--- src/rtl/acl_fifo_sched.sv ---
// acl_fifo_sched: packet-level read scheduler for the ACL ingress FIFO.
// Counts complete packets held in the FIFO, asks the ACL lookup for a
// permit/deny verdict on the head packet, then forwards it downstream or
// drains it with the FIFO invalid control held so the output reads zero.
//
// Optional feature macro: ACL_VERDICT_TIMEOUT_EN
//   defined   - WAIT_VERDICT gives up after TIMEOUT cycles, drops the packet
//               and pulses o_timeout for one cycle.
//   undefined - WAIT_VERDICT waits indefinitely; o_timeout is tied low.
//
// Handshake rules: a verdict transfers when o_verdict_ready & i_verdict_valid;
// a downstream beat transfers when o_txd_tvalid & i_txd_tready; a FIFO word is
// popped whenever o_rd_valid is high. o_state exposes the FSM encoding
// (0 IDLE, 1 WAIT_VERDICT, 2 FORWARD, 3 DROP) for observation.
module acl_fifo_sched #(
  parameter int CNT_W   = 4,
  parameter int TIMEOUT = 64,
  parameter int DROP_W  = 16
) (
  input  logic              clk,
  input  logic              rst,
  input  logic              i_rxd_tvalid,
  input  logic              i_rx_tlast,
  input  logic              i_fifo_full,
  input  logic              i_fifo_empty,
  input  logic              i_head_tlast,
  input  logic              i_verdict_valid,
  input  logic              i_verdict_permit,
  output logic              o_verdict_ready,
  input  logic              i_txd_tready,
  output logic              o_txd_tvalid,
  output logic              o_rd_valid,
  output logic              o_fifo_invalid,
  output logic [CNT_W-1:0]  o_pkt_cnt,
  output logic [DROP_W-1:0] o_drop_cnt,
  output logic              o_pkt_ovf,
  output logic              o_timeout,
  output logic [1:0]        o_state
);

  typedef enum logic [1:0] {
    IDLE         = 2'd0,
    WAIT_VERDICT = 2'd1,
    FORWARD      = 2'd2,
    DROP         = 2'd3
  } state_t;

  localparam logic [CNT_W-1:0]  CNT_MAX  = {CNT_W{1'b1}};
  localparam logic [DROP_W-1:0] DROP_MAX = {DROP_W{1'b1}};

  state_t state, state_next;
  logic   verdict_ready;
  logic   txd_tvalid;
  logic   rd_valid;
  logic   wr_done;
  logic   rd_done;

`ifdef ACL_VERDICT_TIMEOUT_EN
  localparam int TW = ($clog2(TIMEOUT + 1) > 8) ? $clog2(TIMEOUT + 1) : 8;
  logic [TW-1:0] wait_cnt;
  logic          expire;
  logic          timeout_q;
`endif

  assign wr_done = i_rxd_tvalid & i_rx_tlast & ~i_fifo_full;
  assign rd_done = rd_valid & i_head_tlast;

  assign o_verdict_ready = verdict_ready;
  assign o_txd_tvalid    = txd_tvalid;
  assign o_rd_valid      = rd_valid;
  assign o_fifo_invalid  = (state == DROP);
  assign o_state         = state;

  // State register.
  always_ff @(posedge clk or posedge rst) begin
    if (rst) state <= IDLE;
    else     state <= state_next;
  end

  // Next-state decode and the combinational strobes.
  always_comb begin
    state_next    = state;
    verdict_ready = 1'b0;
    txd_tvalid    = 1'b0;
    rd_valid      = 1'b0;
`ifdef ACL_VERDICT_TIMEOUT_EN
    expire        = 1'b0;
`endif
    case (state)
      IDLE: begin
        if (o_pkt_cnt != '0) state_next = WAIT_VERDICT;
      end
      WAIT_VERDICT: begin
        verdict_ready = 1'b1;
        // A verdict arriving in the expiry cycle takes priority.
        if (i_verdict_valid) begin
          state_next = i_verdict_permit ? FORWARD : DROP;
        end
`ifdef ACL_VERDICT_TIMEOUT_EN
        else if (wait_cnt == TW'(TIMEOUT - 1)) begin
          state_next = DROP;
          expire     = 1'b1;
        end
`endif
      end
      FORWARD: begin
        txd_tvalid = ~i_fifo_empty;
        rd_valid   = ~i_fifo_empty & i_txd_tready;
        if (rd_valid & i_head_tlast) state_next = IDLE;
      end
      DROP: begin
        rd_valid = ~i_fifo_empty;
        if (rd_valid & i_head_tlast) state_next = IDLE;
      end
      default: state_next = IDLE;
    endcase
  end

  // Complete-packet counter with sticky overflow flag.
  always_ff @(posedge clk or posedge rst) begin
    if (rst) begin
      o_pkt_cnt <= '0;
      o_pkt_ovf <= 1'b0;
    end else if (wr_done && !rd_done) begin
      if (o_pkt_cnt == CNT_MAX) o_pkt_ovf <= 1'b1;
      else                      o_pkt_cnt <= o_pkt_cnt + CNT_W'(1);
    end else if (rd_done && !wr_done) begin
      o_pkt_cnt <= o_pkt_cnt - CNT_W'(1);
    end
  end

  // Saturating count of packets drained in DROP.
  always_ff @(posedge clk or posedge rst) begin
    if (rst) begin
      o_drop_cnt <= '0;
    end else if (state == DROP && rd_done && o_drop_cnt != DROP_MAX) begin
      o_drop_cnt <= o_drop_cnt + DROP_W'(1);
    end
  end

`ifdef ACL_VERDICT_TIMEOUT_EN
  // Cycles spent in WAIT_VERDICT; cleared whenever the state is left.
  always_ff @(posedge clk or posedge rst) begin
    if (rst)                                               wait_cnt <= '0;
    else if (state == WAIT_VERDICT && state_next == WAIT_VERDICT) wait_cnt <= wait_cnt + TW'(1);
    else                                                   wait_cnt <= '0;
  end

  // One-cycle timeout pulse, coincident with the first DROP cycle.
  always_ff @(posedge clk or posedge rst) begin
    if (rst) timeout_q <= 1'b0;
    else     timeout_q <= expire;
  end

  assign o_timeout = timeout_q;
`else
  assign o_timeout = 1'b0;
`endif

endmodule
--- config.mk ---
export PLATFORM = sky130hd
export DESIGN_NAME = acl_fifo_sched
export DESIGN_NICKNAME = d
export VERILOG_FILES = /design/src/rtl/acl_fifo_sched.sv
export SDC_FILE = /design/constraint.sdc
export NUM_CORES = 1
export LEC_CHECK = 0
export ABC_AREA = 1
export CORE_MARGIN = 5
export CORE_UTILIZATION = 49
export CTS_CLUSTER_DIAMETER = 120
export DETAILED_ROUTE_END_ITERATION = 6
export GPL_TIMING_DRIVEN = 0
export PLACE_DENSITY = 0.8
export SKIP_LAST_GASP = 1
export SLEW_MARGIN = 20
export SYNTH_ARGS = -nofsm -noshare
export SYNTH_HDL_FRONTEND = slang
export SYNTH_SLANG_ARGS = --single-unit
--- constraint.sdc ---
create_clock -name clk -period 2.05 [get_ports clk]
set_input_delay 0.41 -clock clk [delete_from_list [all_inputs] [get_ports clk]]
set_output_delay 0.41 -clock clk [all_outputs]
set_load 0.01 [all_outputs]
======== Word-level counts from Yosys, hierarchy flattened ========
Index checks and enable logic that the tools add are counted.
storage, ports and cells
  register bits ........................... 23
  bits in latches ......................... 0
  memory bits (writable) .................. 0
  memory bits (read-only) ................. 0
  bits of input ports ..................... 10
  logic and storage cells ................. 49
  memories ................................ 0
cells by class
  $add $sub $neg .......................... 3
  $mul .................................... 0
  div/mod/pow operators ................... 0
  magnitude comparators ................... 0
  eq/ne operators ......................... 10
  shift operators ......................... 0
  muxes and demuxes ....................... 12
  bitwise operators ....................... 8
  reduce and logical (&&, ||, !) cells .... 12
operator list
  operator                 count
  $add A16 B1 Y16 const B  1
  $ne A16 B16 Y1 const B   1
  $mux W4                  3
  $mux W2                  4
  $ne A2 B2 Y1 const B     4
  $pmux W2 S4              1
  $and A1 B1 Y1            6
  $add A4 B1 Y4 const B    1
  $eq A2 B2 Y1 const B     2
  $eq A4 B4 Y1 const B     1
  $logic_and A1 B1 Y1      4
  $reduce_and A2 Y1        2
  $reduce_and A4 Y1        1
  $reduce_bool A4 Y1       1
  $sub A4 B1 Y4 const B    1
  $mux W1                  3
  $eq A2 B1 Y1 const B     1
  $logic_not A1 Y1         2
  $logic_not A2 Y1         1
  $ne A2 B1 Y1 const B     1
  $not A1 Y1               2
  $pmux W1 S2              1
  $reduce_bool A2 Y1       1

======== Longest topological paths before layout ========
  depth after elaboration ................. 8
  mapped depth ............................ 13

======== Least setup slack after synthesis ========
OpenSTA, ideal clock, no wires.
  path type ............................... reg-to-reg
  start point ............................. register state[0], in the netlist o_state[0]
  end point ............................... register o_pkt_cnt[3]
  setup time .............................. 0.117 ns
  arrival time ............................ 1.693 ns
  setup slack ............................. 0.240 ns
  stages on the path, launching flop included .. 14
  buffers on the path ..................... 0
  path through ............................ dfrtp_1 -> inv_1 -> nand2_1 -> nand3_1 -> nand2_1 -> ha_1 -> nand2_1 -> nand2_1 -> nor2_1 -> inv_1 -> nand2_1 -> nand3_1 -> nand2_1 -> nand2_1
between the ends
  cells in the longest elaborated chain, start to end .. 7
RTL lines
  what                                                                 RTL line  source
  start: declaration                                                   51        state_t state, state_next;
  start signal: assignment                                             77        else state <= state_next;
  $eq A2 B2 Y1                                                         89        case (state)
  $pmux W1 S2 *                                                        89
  $and A1 B1 Y1 *                                                      66        assign rd_done = rd_valid & i_head_tlast;
  $logic_not A1 Y1                                                     124       end else if (wr_done && !rd_done) begin
  $logic_and A1 B1 Y1                                                  124
  $ne A2 B2 Y1 (no line) / $reduce_bool A2 Y1 (equally long branches)  n/a
  $reduce_and A2 Y1 (no line)                                          n/a
  end signal: assignment                                               126       else o_pkt_cnt <= o_pkt_cnt + CNT_W'(1);
  end signal: assignment                                               128       o_pkt_cnt <= o_pkt_cnt - CNT_W'(1);
  end: declaration                                                     34        output logic [CNT_W-1:0] o_pkt_cnt,
Every way passes the cells marked *; elsewhere a longest branch is shown, timed or not.
A chain may end at the register's enable or synchronous reset.

======== Final worst setup path ========
  start point ............................. register state[0], in the netlist o_state[0]
  end point ............................... output o_fifo_invalid
between the ends
  cells in the longest elaborated chain, start to end .. 1
RTL lines
  what              RTL line  source
  $eq A2 B2 Y1      71        assign o_fifo_invalid = (state == DROP);
  end: declaration  33        output logic o_fifo_invalid,
Every way passes these cells.

==> flow_metrics.env <==
export IMPL_wl_per_cell_um=11.63
export IMPL_cp_max_fo=7
export IMPL_antenna_found_initial=0
export IMPL_max_stage_delay_ps=530
export IMPL_async_reset_ff_frac=1.000
export IMPL_gp_congestion=0.8400
export IMPL_end_kind="output pin"
export IMPL_synth_most_common_cell="nand2_1"
export IMPL_ys_flop_type="dfrtp_1"
export IMPL_drtPass1Iterations=4
export IMPL_layout_setup_ws_ps=97.46
export IMPL_path_cells="nand2_1 -> inv_1 -> clkdlybuf4s50_1"
export IMPL_crit_required_ps=1640
export IMPL_fin_nets=260
export IMPL_synth_edf_count=0
export IMPL_synth_nets=215
export IMPL_critPathKind="reg -> out"
export IMPL_maxCapViolations=0
export IMPL_place_ws_ps=-342.6
export IMPL_synth_common_cells="nand2_1, dfrtp_1, inv_1"
export IMPL_min_period_ps=1953
export IMPL_critPathLaunchType="register"
export IMPL_synth_cell_types=27
export IMPL_area_delta_synth_final_pct=31.49
export IMPL_route_detailed_drc=0
export IMPL_drv_slew=0
export IMPL_n_fill_cell=273
export IMPL_rsz0062_at_grt="yes"
export IMPL_max_freq_mhz=512.2
export IMPL_synthCells=201
export IMPL_synth_seq_cells=23
export IMPL_powerDensity_nw_per_um2=816.1
export IMPL_initial_utilization=0.5042
export IMPL_syn_area_um2=1514
export IMPL_cts_buffer_depth=2
export IMPL_grt_pass1_wl_um=5575
export IMPL_ys_seq_area_frac=0.3802
export IMPL_drive_gt1_frac=0.1265
export IMPL_finalSetupTns_ps=0
export IMPL_rows=20
export IMPL_antenna_cells=0
export IMPL_via_per_inst=4.910
export IMPL_cts_tree="yes"
export IMPL_hold_viol_final=0
export IMPL_synth_warnings=0
export IMPL_coreArea_um2=3003
export IMPL_crit_family="buffers and inverters"
export IMPL_grt_max_degree=24
export IMPL_grt_overflow_total=0
export IMPL_tightestPinTransition_ps=875.8
export IMPL_synth_avg_cell_area_um2=7.532
export IMPL_status="completed"
export IMPL_yosysTopAreaCellShare=0.3802
export IMPL_drt_iter0_drc=38
export IMPL_cts_sinks=23
export IMPL_hold_path_class="reg -> reg"
export IMPL_cts_clk_slew_worst_paths_ps=140
export IMPL_top_layer="met4"
export IMPL_die_x_um=65.59
export IMPL_crit_arrival_ps=1540
export IMPL_wirelength_um=3234
export IMPL_dr_wl_met3_um=269
export IMPL_synth_area_top_cells="dfrtp_1, nand2_1, xnor2_1"
export IMPL_cts_hold_fix_buffers=0
export IMPL_fp_dieH_um=65.59
export IMPL_skew_ps=10.60
export IMPL_grtUsageTotal=0.1640
export IMPL_slew_headroom=0.4155
export IMPL_ant_nets=0
export IMPL_p_leak_nw=0.9377
export IMPL_ios=38
export IMPL_worst_ir_drop_vdd_mv=0.6968
export IMPL_port_buffers=36
export IMPL_vias=1365
export IMPL_die_area_um2=4301
export IMPL_post_route_period_util=0.9525
export IMPL_h_tree_depth=1
export IMPL_wl_met1_um=1399
export IMPL_met2_length_um=1512
export IMPL_cts_buffers=3
export IMPL_grt_pass1_vias=1301
export IMPL_finalSetupViolations=0
export IMPL_crit_slowest_cell="clkdlybuf4s50_1"
export IMPL_yosysTopAreaCell="dfrtp_1"
export IMPL_root_buffer="clkbuf_4"
export IMPL_clk_latency_ps=320
export IMPL_cp_num_buf_inv=2
export IMPL_hpwlAfterDp_um=2385
where the power goes:
part	switching, mW	internal (mW)
clock network	0.149	0.0732
registers	0.127	0.547
logic	0.349	0.380
total	0.625	1.00
worst paths after layout:
check | start | end | depth (start not counted) | slack, ps
setup reg to reg | o_state[0]$_DFFE_PP0P_ | o_pkt_cnt[3]$_DFFE_PP0P_ | 13 | 170
hold / removal | o_pkt_ovf$_DFFE_PP0P_ | o_pkt_ovf$_DFFE_PP0P_ | 1 | 500
hold reg to reg | o_pkt_ovf$_DFFE_PP0P_ | o_pkt_ovf$_DFFE_PP0P_ | 1 | 500
max in group asynchronous | rst | o_state[1]$_DFFE_PP0P_ | 2 | 910
min in group asynchronous | rst | o_pkt_cnt[1]$_DFFE_PP0P_ | 2 | 550
setup / recovery | o_state[0]$_DFFE_PP0P_ | o_fifo_invalid | 3 | 100
per-layer routing:
layer	GRT usage	up-vias
li1	-	716
met1	0.1904	602
met2	0.2819	41
met3	0.04957	6
met4	0.06218	0
met5	0	-
worst reg2reg max path, cell delays in order, from the launching register on:
cell and delay [ps]:
dfrtp_1 470, inv_1 120, nand2_1 90, nand3_2 120, nand2_2 90, ha_1 330, nand2_1 80, nand2_1 60
nor2_2 130, inv_1 50, nand2_1 80, nand3_1 80, nand2_1 70, nand2_1 50
metrics by stage:
step           area [um2]  total power [mW]  std cells  utilization  hold slack (ps)
4_1_cts              1942             1.611        274       0.6467            501.8
6_report             1991             1.625        278       0.6629            496.0
3_5_place_dp         1916             1.390        270       0.6379            460.9
3_3_place_gp         1916             1.384        270       0.6379            467.3
2_1_floorplan        1514             1.065        201            -            411.9
5_1_grt              1991             1.762        278       0.6629            550.2
final cells by class:
cell class | instances | area, um2 | share of cell area
Sequential cell | 23 | 576.8 | 0.2898
Clock inverter | 1 | 5.005 | 0.002514
Clock buffer | 3 | 22.52 | 0.01131
Timing Repair Buffer | 40 | 391.6 | 0.1967
Multi-Input combinational cell | 149 | 814.5 | 0.4092
Inverter | 26 | 100.1 | 0.05028
Buffer | 3 | 38.79 | 0.01948
Tap cell | 33 | 41.29 | 0.02074
sequential cells by signal, indices dropped and copies added, names as in the netlist:
name,flops
o_pkt_cnt,4
o_state,2
o_drop_cnt,16
o_pkt_ovf,1
timing repair:
action / CTS / global route
resized for setup: 1 / 8
pin swaps: 0 / 1
endpoints found under the setup margin: 1 / 3
setup buffers: 0 / 4
cells by family after synthesis:
kind of cell    after synthesis  synth area share
simple gates                119            0.3702
buf+inv                      29           0.09174
flops                        23            0.3802
xor+xnor                     13           0.07521
compound gates               12           0.04215
fa+ha+maj                     4           0.03802
other cells                   1          0.002477
cells in the final DEF, fill, tap and decap left out, types with 2 or more instances in the layout:
master / count
buf_4: 5
nor2_2: 4
nand3_4: 2
clkbuf_4: 3
nand4_1: 7
nor2_1: 15
nor3_1: 2
o21ai_0: 9
xor2_1: 3
nor2_4: 2
nand3_1: 9
clkdlybuf4s50_1: 34
nand2_2: 4
inv_2: 3
xnor2_1: 10
dfrtp_1: 22
ha_1: 3
inv_1: 22
nand2_1: 71
(Power assumes the default switching activity.)
==> RTL edit 1 (same settings) <==
Put a register stage on the output `o_txd_tvalid`, cleared by the reset. The value now appears one clock later. The other outputs are not delayed to match.
--- a/src/rtl/acl_fifo_sched.sv
+++ b/src/rtl/acl_fifo_sched.sv
@@ -66,7 +66,13 @@
   assign rd_done = rd_valid & i_head_tlast;
 
   assign o_verdict_ready = verdict_ready;
-  assign o_txd_tvalid    = txd_tvalid;
+  always_ff @(posedge clk or posedge rst) begin
+    if (rst) begin
+      o_txd_tvalid <= '0;
+    end else begin
+      o_txd_tvalid <= txd_tvalid;
+    end
+  end
   assign o_rd_valid      = rd_valid;
   assign o_fifo_invalid  = (state == DROP);
   assign o_state         = state;
Formal check against the unedited RTL: not equivalent (Yosys sat finds a counterexample within 4 cycles, from zero or initial values and one cycle with rst high).
==> RTL edit 1 against the original RTL <==
  * Synthesized area up 1.7%
  * Core utilization down 0.22 points
  * Setup slack worse by 21 ps
  * Sequential cell count up 1
  * Wire length down 0.90%
  * Final area up 0.50%
  * Worst hold slack better by 15 ps
  * Total power up 3.0%
  * Non-clock buffer count down 4
  * Die area up 1.4%
  * Cell count up 2.9%
  * Combinational power down 2%
  * Fmax down 1.1%
==> RTL edit 1: results (changes against the original RTL) <==
Global route
  – Largest net degree at the start of global routing: 25 (+4.2%)
  – GRT Overall Usage: 16.5% (+0.15 points)

Timing
  – Fin crit period: 1970 ps (+21.3 ps)
  – Max Clock Skew: 12.3 ps (+1.70 ps)
  – Worst slew pin tran: 872 ps (-4.06 ps)
  – Fin Hold WS: 511 ps (+15.0 ps)

Synthesis
  – Yosys reg bits: 24 (+4.3%)
  – Most frequent cells after synthesis: 72 x nand2_1, 24 x dfrtp_1, 23 x inv_1
  – Synthesized Nets: 216 (+0.47%)
  – Sequential area share after synthesis: 39.0% (+1.0 points)
  – Avg Cell Area, Syn: 7.62 sq um (+1.1%)

Cells and area
  – CLK BUF: 4 (+1)
  – Non-Clock Buffer Area Fraction: 19.9% (-1.7 points)
  – P&R area growth vs syn: 30.0%
  – Register share of the cell area: 30.1% (+1.1 points)
  – Clock-cell share: 1.81% (+0.43 points)
  – Buffers excl. clock: 39 (-9.3%)

Route
  – Avg WL per Cell: 11.2 um (-3.7%)

Critical path
  – Crit Path Max Fanout: 6 (-1)
  – Critical Path Sink: o_verdict_ready
  – WP data arrival: 1560 ps (+20 ps)

Power
  – Pwr Total: 1.67 mW (+3.0%)
  – NetSw: 0.620 mW (-0.70%)
  – Clock group total power: 0.259 mW (+17%)

Placed design
  – Placed insts: 282 (+4.4%)
  – Placed Area: 1950 sq um (+2.0%)
  – Gpl congestion: 0.880 (+4.7%)

Floorplanning
  – N_taps: 44 (+33%)

Run status
  – Outcome: finished, final reports clean
RTL edit 1: changes by cell type in the layout (fill, tap and decap cells not counted):
cell	before	now
nor2_2	4	2
clkdlybuf4s50_1	34	35
buf_4	5	1
clkinv_2	1	0
clkbuf_8	0	1
dfrtp_1	22	23
dlymetal6s2s_1	1	0
nor2_1	15	17
RTL edit 1: per-layer routing:
| layer | routed length, um | GRT usage (%) | up-vias |
|---|---|---|---|
| li1 | - | - | 706 |
| met1 | 1380 | 19.9 | 639 |
| met2 | 1590 | 28.3 | 43 |
| met3 | 135 | 1.53 | 7 |
| met4 | 93 | 10.2 | 0 |
| met5 | 0 | 0 | - |
RTL edit 1: kinds of logic after synthesis:
group	synth area share [%]
simple gates	36.4
buf+inv	9.02
flops	39.0
xor+xnor	7.40
compound gates	4.15
fa+ha+maj	3.74
other cells	0.244
==> RTL edit 2 (same flow settings) <==
Made on the original files. Add a define of `ACL_VERDICT_TIMEOUT_EN`.
--- a/src/rtl/acl_fifo_sched.sv
+++ b/src/rtl/acl_fifo_sched.sv
@@ -12,6 +12,8 @@
 // a downstream beat transfers when o_txd_tvalid & i_txd_tready; a FIFO word is
 // popped whenever o_rd_valid is high. o_state exposes the FSM encoding
 // (0 IDLE, 1 WAIT_VERDICT, 2 FORWARD, 3 DROP) for observation.
+`define ACL_VERDICT_TIMEOUT_EN
+
 module acl_fifo_sched #(
   parameter int CNT_W   = 4,
   parameter int TIMEOUT = 64,
Function: same outputs for any inputs over 10 cycles, from zero or initial values and one cycle with rst high; that may be too few to reach the edited logic, so the function may still have changed.
==> RTL edit 2 against the original RTL <==
  * Via count grew 24%
  * Sequential power grew 35%
  * Wire length grew 29%
  * Synthesized cell count grew 22%
  * Synthesized area grew 24%
  * Sequential cell count grew 9
  * Total power grew 41%
  * Non-clock buffer count shrank 2
  * Final area grew 23%
  * Setup slack lost 4.1 ps
  * Core utilization shrank 0.11 points
  * Sequential share of layout area grew 3.9 points
  * Largest cell class unchanged
==> RTL edit 2: results (changes against the original RTL) <==
Synthesis
  – Synth Area in XOR/XNOR: 8.42% (+0.90 points)
  – Adder-cell share of the synthesized area: 3.74% (-0.061 points)
  – Library cells used by synthesis: 25 (-7.4%)
  – Synth area leaders: dfrtp_1 43%, nand2_1 17%, inv_1 6.4%
  – Synthesized Nets: 261 (+21%)
  – Dominant synthesized flop cell: dfrtp_1
  – Ys async rst share: 100% (unchanged)
  – Most frequent cells after synthesis: 85 x nand2_1, 32 x dfrtp_1, 32 x inv_1
  – Sequential area share after synthesis: 42.8% (+4.7 points)
  – Mux share of post-synthesis cell area: 0% (unchanged)
  – Post-synthesis compound-gate area fraction: 2.54% (-1.7 points)
  – Synth warn: 0 (unchanged)

Power
  – Net Sw Frac: 37.1% (-1.4 points)
  – LEAKAGE: 1.14 nW (+21%)
  – Peak VDD IR: 0.000653 V (-6.3%)
  – Clock group share of total power: 22.1% (+8.4 points)

Cells and area
  – Total Nets Final: 307 (+18%)
  – Regs by FF count: o_drop_cnt: 16 flops, wait_cnt: 8 flops, o_pkt_cnt: 4 flops
  – Antenna cells: 0 (unchanged)
  – Layout cells sized above 1: 7.85% (-4.8 points)

Placed design
  – HPWL after DPL: 2960 um (+24%)
  – Placed Area: 2300 sq um (+20%)
  – # port buffers: 37 (+2.8%)
  – Gpl congestion: 0.813 (-3.2%)

Route
  – DRT Pass-1 Iters: 4 (unchanged)
  – Routed via count: 1687 (+24%)
  – Initial DRC Count: 106 (+180%)
  – Final wirelength: 4170 um (+29%)

Clock network
  – Root Driver: clkbuf_8
  – Clk_lat worst skew: 280 ps (-40 ps)
  – H-tree level count: 2 (+1)
  – Num CTS Buffers: 5 (+2)
  – CTS Buffer Depth: 2 (unchanged)
  – CTS clk-pin slew, worst paths: 60 ps (-80 ps)

Global route
  – First-pass GRT wire length: 7110 um (+28%)
  – GRT Overall Usage: 17.4% (+1.0 points)
  – Initial antenna violation count: 0 (unchanged)
  – Largest net degree at the start of global routing: 33 (+38%)

Critical path
  – Crit Path Max Fanout: 8 (+1)
  – WP data arrival: 1550 ps
  – FF-to-FF setup slack: 180 ps

Timing
  – Max transition margin: 55.9% (+14 points)
  – Max Clock Skew: 3.64 ps (-6.95 ps)
  – Fin Hold WS: 462 ps (-34.1 ps)

Run status
  – Outcome: finished, final reports clean

Hold path
  – Type of the tightest min-delay check: flop to flop
## RTL edit 2: cell types whose count changed in the layout (fill, tap and decap cells not counted), sizes merged, moves of 5 or more
cell / before / now
inv: 26 / 33
nor2: 21 / 29
dfrtp: 23 / 32
xor2: 3 / 11
nand2: 76 / 87
clkbuf: 3 / 8
## RTL edit 2: what timing repair did
action	CTS	global route
endpoints found under the setup margin	2	2
endpoints found under the hold margin	0	0
pin swaps	1	1
resized for setup	3	7
setup buffers	2	0
cloned	0	0
## RTL edit 2: cells by family after synthesis
logic type / count (synthesis)
and+or+nand+nor: 147
buffers and inverters: 35
DFF: 32
xor gates and xnor gates: 18
AOI/OAI and AO/OA: 9
adders and majority gates: 5
## RTL edit 2: worst max-delay path: stages (launching register included)
cell and delay (ps):
dfrtp_2 460, inv_1 100, nor3_1 140, clkdlybuf4s50_1 560
## RTL edit 2: routing by layer
metal | track usage (%) | share of wire [%]
met1 | 21.0 | 45
met2 | 28.3 | 47
met4 | 8.56 | 2.1
met5 | 0 | 0
met3 | 5.05 | 5.6
## RTL edit 2: layout make-up
type                            count  area [sq um]
Sequential cell                    32           802
Timing Repair Buffer               39           387
Buffer                              2          18.8
Tap cell                           48          60.1
Clock buffer                        8          90.1
Inverter                           33           126
Fill cell                         328          1250
Multi-Input combinational cell    179           957
## RTL edit 2: path summary, 6_finish.rpt
| check | startpoint | endpoint | cells past startpoint |
|---|---|---|---|
| worst max-delay path | o_state[1] | o_txd_tvalid | 3 |
| worst min-delay path | wait_cnt[0] | wait_cnt[0] | 1 |
| worst max register to register | o_state[0] | o_pkt_cnt[3] | 13 |
| worst min register to register | wait_cnt[0] | wait_cnt[0] | 1 |
| max in group asynchronous | rst | o_state[1] | 2 |
| min in group asynchronous | rst | o_drop_cnt[9] | 2 |
## RTL edit 2: power by group through the flow
stage	registers [mW]	logic (mW)	clock network (mW)
final	0.908	0.874	0.506
after global routing	0.931	0.978	0.541
after CTS	0.895	0.854	0.507
after detailed placement	0.903	0.849	0
after global placement	0.902	0.831	0
after floorplan	0.924	0.435	0
## RTL edit 2: metrics by stage
step                power, mW  util, %  instances  worst slack [ps]  setup TNS [ps]
finish                   2.29     66.2        341              93.4               0
global route             2.45     66.2        341             -24.8           -24.8
global placement         1.73     62.4        331              -336            -584
CTS                      2.26     65.4        341              12.4               0
detailed placement       1.75     62.4        331              -387            -731
floorplan                1.36        -        246               250               0
